**config.mk**
```make
export PLATFORM = sky130hd
export DESIGN_NAME = uart_tx_arbiter
export DESIGN_NICKNAME = d
export VERILOG_FILES = /design/src/rtl/uart_tx_arbiter_pkg.sv /design/src/rtl/uart_tx_arbiter_rr_pick.sv /design/src/rtl/uart_tx_arbiter.sv
export SDC_FILE = /design/constraint.sdc
export NUM_CORES = 1
export LEC_CHECK = 0
export CAP_MARGIN = 20
export CORE_ASPECT_RATIO = 0.8
export CORE_UTILIZATION = 36
export DETAILED_ROUTE_END_ITERATION = 7
export MAX_ROUTING_LAYER = met4
export PLACE_DENSITY = 0.8
export SYNTH_ARGS = -nofsm -noshare
export SYNTH_HDL_FRONTEND = slang
export SYNTH_SLANG_ARGS = --single-unit
```
**constraint.sdc**
```tcl
create_clock -name clk -period 1.9 [get_ports clk]
set_input_delay 0.38 -clock clk [delete_from_list [all_inputs] [get_ports clk]]
set_output_delay 0.38 -clock clk [all_outputs]
set_load 0.01 [all_outputs]
```
**src/rtl/uart_tx_arbiter_pkg.sv**
```systemverilog
// uart_arb_pkg: shared constants and FSM state encoding for the UART
// transmit arbiter (uart_tx_arbiter) and its round-robin picker (rr_pick).
package uart_arb_pkg;

  // Largest number of requesters the 2-bit grant index can address.
  localparam int MAX_REQ = 4;

  // Width of the grant index and of the round-robin pointer.
  localparam int GNT_W = 2;

  // Arbiter FSM: IDLE picks a winner, XFER forwards the winner's bytes.
  typedef enum logic {
    ST_IDLE = 1'b0,
    ST_XFER = 1'b1
  } arb_state_e;

endpackage

```
**src/rtl/uart_tx_arbiter_rr_pick.sv**
```systemverilog
// rr_pick: combinational round-robin priority encoder. Scans the request
// vector cyclically starting at rr_ptr and reports the first set bit.
// rr_ptr is expected to be in the range 0..N_REQ-1.
module rr_pick
  import uart_arb_pkg::*;
#(
  parameter int N_REQ = 3
) (
  input  logic [N_REQ-1:0] req,
  input  logic [GNT_W-1:0] rr_ptr,
  output logic             any,
  output logic [GNT_W-1:0] winner
);

  // First requester at or after rr_ptr (wrapping) wins; later hits are ignored.
  always_comb begin
    int               idx;
    logic [N_REQ-1:0] sel;
    any    = 1'b0;
    winner = '0;
    idx    = 0;
    sel    = '0;
    for (int k = 0; k < N_REQ; k++) begin
      idx = int'(rr_ptr) + k;
      if (idx >= N_REQ) begin
        idx = idx - N_REQ;
      end
      sel = N_REQ'(1) << idx;
      if (!any && (|(req & sel))) begin
        any    = 1'b1;
        winner = GNT_W'(idx);
      end
    end
  end

endmodule

```
**src/rtl/uart_tx_arbiter.sv**
```systemverilog
// uart_tx_arbiter: round-robin arbiter sharing one UART transmit FIFO
// between N_REQ byte-stream requesters.
//
// Handshake (per requester i): req[i] means "data/last hold a valid byte".
// The byte is taken in the cycle ack[i]=1, which is only ever raised for the
// granted requester and only when the UART is not full. Until that ack the
// requester holds req/data/last stable. A grant lasts until the byte marked
// last is accepted; a requester that drops req mid-packet simply stalls its
// own grant.
//
// Optional feature: define UART_ARB_BURST_CAP_EN to also end a grant after
// MAX_BURST accepted bytes; the interrupted requester resumes at its next
// grant. Without the macro the burst counter does not exist.
module uart_tx_arbiter
  import uart_arb_pkg::*;
#(
  parameter int N_REQ     = 3,
  parameter int DATA_W    = 8,
  parameter int MAX_BURST = 16
) (
  input  logic                    clk,
  input  logic                    reset,
  input  logic [N_REQ-1:0]        req,
  input  logic [N_REQ-1:0]        last,
  input  logic [N_REQ*DATA_W-1:0] data,
  output logic [N_REQ-1:0]        ack,
  input  logic                    tx_full,
  output logic                    wr_uart,
  output logic [DATA_W-1:0]       w_data,
  output logic                    busy,
  output logic [GNT_W-1:0]        gnt_id
);

  // Elaboration-time guard on the parameter ranges this block supports.
  if (N_REQ < 2 || N_REQ > MAX_REQ || MAX_BURST < 1) begin : g_bad_params
    $error("uart_tx_arbiter: N_REQ must be 2..4 and MAX_BURST at least 1");
  end

  arb_state_e       state_q, state_d;
  logic [GNT_W-1:0] gnt_q, gnt_d;
  logic [GNT_W-1:0] rr_ptr_q, rr_ptr_d;
  logic             pick_any;
  logic [GNT_W-1:0] pick_winner;
  logic             grant_end;

`ifdef UART_ARB_BURST_CAP_EN
  localparam int BCNT_W = $clog2(MAX_BURST + 1);
  logic [BCNT_W-1:0] bcnt_q, bcnt_d;
`endif

  rr_pick #(
    .N_REQ (N_REQ)
  ) u_rr_pick (
    .req    (req),
    .rr_ptr (rr_ptr_q),
    .any    (pick_any),
    .winner (pick_winner)
  );

  // Next-state and output decode: IDLE registers a winner, XFER passes the
  // granted requester's byte straight through whenever the UART has room.
  always_comb begin
    state_d   = state_q;
    gnt_d     = gnt_q;
    rr_ptr_d  = rr_ptr_q;
    wr_uart   = 1'b0;
    ack       = '0;
    w_data    = '0;
    grant_end = 1'b0;
`ifdef UART_ARB_BURST_CAP_EN
    bcnt_d    = bcnt_q;
`endif
    case (state_q)
      ST_IDLE: begin
        // No byte moves here; the pointer only moves when a grant ends.
        if (pick_any) begin
          gnt_d   = pick_winner;
          state_d = ST_XFER;
`ifdef UART_ARB_BURST_CAP_EN
          bcnt_d  = '0;
`endif
        end
      end
      ST_XFER: begin
        w_data       = data[gnt_q*DATA_W +: DATA_W];
        wr_uart      = req[gnt_q] & ~tx_full;
        ack[gnt_q]   = wr_uart;
        if (wr_uart) begin
          grant_end = last[gnt_q];
`ifdef UART_ARB_BURST_CAP_EN
          bcnt_d = bcnt_q + 1'b1;
          if (bcnt_d == BCNT_W'(MAX_BURST)) begin
            grant_end = 1'b1;
          end
`endif
          if (grant_end) begin
            state_d  = ST_IDLE;
            rr_ptr_d = (gnt_q == GNT_W'(N_REQ - 1)) ? '0 : gnt_q + 1'b1;
          end
        end
      end
      default: begin
        state_d = ST_IDLE;
      end
    endcase
  end

  // State, grant, pointer (and burst count) registers; reset drops any packet.
  always_ff @(posedge clk or negedge reset) begin
    if (!reset) begin
      state_q  <= ST_IDLE;
      gnt_q    <= '0;
      rr_ptr_q <= '0;
`ifdef UART_ARB_BURST_CAP_EN
      bcnt_q   <= '0;
`endif
    end else begin
      state_q  <= state_d;
      gnt_q    <= gnt_d;
      rr_ptr_q <= rr_ptr_d;
`ifdef UART_ARB_BURST_CAP_EN
      bcnt_q   <= bcnt_d;
`endif
    end
  end

  assign busy   = (state_q == ST_XFER);
  assign gnt_id = gnt_q;

endmodule

```
==> flow_summary.ini <==
[sta]
finalMaxSlewViolations = 0
period_share_pct = 98.14
finalHoldViolations = 0
hold_ws_ns = 0.3586
slew_headroom_pct = 73.96
fin_crit_ns = 1.865
fin_skew_ns = 0.001394
final.setup.tns_ns = 0
grt_setup_unrepaired = true
max_freq_ghz = 0.5363
tightest_slew_ns = 0.3876
setup_viol = 0

[power]
p_leak_nw = 0.6350
power_density_mw_per_mm2 = 1353
peakVddDrop_mv = 0.9026

[detailed_routing]
dr.pass1.iters = 4
drcViolationCount = 0
dr.first_iter.drc_count = 26
vias = 988
ant_nets = 0
wire_per_inst_um = 14.42
wl_mm = 2.638
vias_per_cell = 5.399

[final_layout]
nNetsFinal = 197
final_util_pct = 72.67
drive_gt1_share_pct = 28.30
fillers = 157
area_growth_pct = 86.39
design_area_sq_mm = 0.001388
n_antenna_cell = 0
final_common_cell = clkdlybuf4s50_1
final_cell_mix = clkdlybuf4s50_1, buf_4, mux2i_1

[synthesis]
synth_ff_type = dfrtp_1
synth.top_cell.area_share_pct = 16.81
synth_fp_nets = 129
ys_ff_latch = 5
async_flop_share_pct = 100.0
postSynthAreaPerCell_sq_um = 8.092
synth.distinct_cells = 34
ys_warn_count = 0
synth_edf_count = 0
yosys-top-cells-area = dfrtp_1, mux2i_1, and2_1
synthCells = 92
synth.largest_area_cell = dfrtp_1
synth_area_sq_um = 744.5
ys_seq_area_share_pct = 16.81

[clock_network]
numCtsBuffers = 3
clkLatencyLatePin_ns = 0.25
htreeDepth = 1
tritoncts = done
clk_pin_slew_ns = 0.05
cts_buffer_depth = 2
numClockSinks = 5
root_buffer = clkbuf_4
cts_hold_buffers = 0

[run]
drv_cap = 0

[floorplan]
die_y_um = 42.68
num_io_pins = 48
num_rows = 14
dieWidth_um = 52.84
dieArea_sq_mm = 0.002255
initial_core_util_pct = 38.99
core-area_sq_mm = 0.001909

[placed_design]
dpl_cell_area_sq_mm = 0.001309
dp_hpwl_mm = 1.891
portBuffers = 47
gp_routability_congestion = 0.8492

[worst_setup_path]
path_depth = 6
path_class = reg2out
cp_slowest_cell = dfrtp_2
worst_setup_path_end_kind = output port
crit_buf_inv = 3
worstPathArrival_ns = 1.48
crit_fanout = 7
cp.required_ns = 1.52
critPathMaxStageDelay_ns = 0.45
r2r_slack_ns = 0.13
path_cells = buf_8 > buf_4 > mux2i_1 > o21ai_1 > and2_1 > buf_2
startpoint = gnt_id[0]
r2r_end = gnt_id[0]
r2r_cells = 6
crit_family = flip-flops
reg2reg_from = rr_ptr_q[0]
cp-start-kind = flip-flop
setup.worst_path.end = w_data[4]

[global_routing]
grtUsageMet1_pct = 25.16
grt_pass1_vias = 906
gr-usage-all-layers_pct = 23.77
met3_usage_pct = 4.301
grt.busiest_layer = met2
grt_antenna_before_repair = 0
grt_max_degree = 12
grtUsageMet2_pct = 42.78
grt_pass1_wl_mm = 3.829
grt.overflow.total = 0

[outcome]
status = complete, no violations

[min_path]
hold_class = in2async
-- final cells by class --
cell class              instances  area [sq um]  area share, %
multi-input cells              78         581.8          41.93
repair buffers                 69         610.6          44.00
flip-flops and latches          5         127.6          9.197
inverters                       3         11.26         0.8115
clock buffers                   4         26.28          1.894
well taps                      24         30.03          2.164
-- synth_stat cells, types with 2 or more instances --
cell type	number
dfrtp_1	5
a31oi_1	2
buf_4	3
nor3_1	3
o21ai_0	9
inv_1	3
clkbuf_1	2
nand4bb_1	3
nand2b_1	4
ha_1	4
and2_1	10
nor2_1	4
nand2_1	9
mux2i_1	11
-- registers in the layout, indices dropped and copies added, names as in the netlist --
name and flops:
rr_ptr_q 2, busy 1, gnt_id 2
-- per-layer routing --
metal	share of wire [%]	wire length, um	vias to the layer above
met4	2.0	54	0
met2	47	1238	64
met3	11	294	9
li1	-	-	470
met5	0	0	-
met1	40	1050	445
-- kinds of logic (layout without fill, tap and decap cells) --
family	count (synthesis)	count (layout)	synth area share, %
buffers and inverters	9	76	7.059
AND/OR/NAND/NOR	40	40	33.11
multiplexers	11	11	14.79
AO/OA/AOI/OAI	23	23	21.51
adder cells (fa/ha/maj)	4	4	6.723
flip-flops	5	5	16.81
-- how the worst min path moves through the flow --
stage | startpoint | to
after global routing | reset | gnt_id[1]
after global placement | rr_ptr_q[0] | rr_ptr_q[0]
after detailed placement | rr_ptr_q[0] | rr_ptr_q[0]
final | reset | gnt_id[1]
after CTS | reset | gnt_id[1]
after floorplan | reset | busy
-- where the power goes --
part           total, mW  leakage [nW]  internal (mW)  switching, mW
sequential         0.228        0.0557          0.164         0.0641
clock              0.131        0.0150         0.0799         0.0511
combinational       1.52         0.564          0.827          0.692
total               1.88         0.635           1.07          0.807
-- metrics by stage --
stage | setup slack [ns] | total power, mW | cells
after global routing | -0.04087 | 2.011 | 183
after CTS | -0.07427 | 1.844 | 182
after floorplan | 0.2092 | 1.023 | 92
after global placement | -0.5166 | 1.592 | 171
final | 0.03538 | 1.878 | 183
after detailed placement | -0.5540 | 1.644 | 171
-- what timing repair did --
action                     4_1_cts  5_1_grt
setup buffers                    9        1
pin swaps                        2        5
resized for setup               49       13
setup endpoints to repair       12       13
cloned                           0        0
No activity file was read; power rests on OpenSTA's default activity.
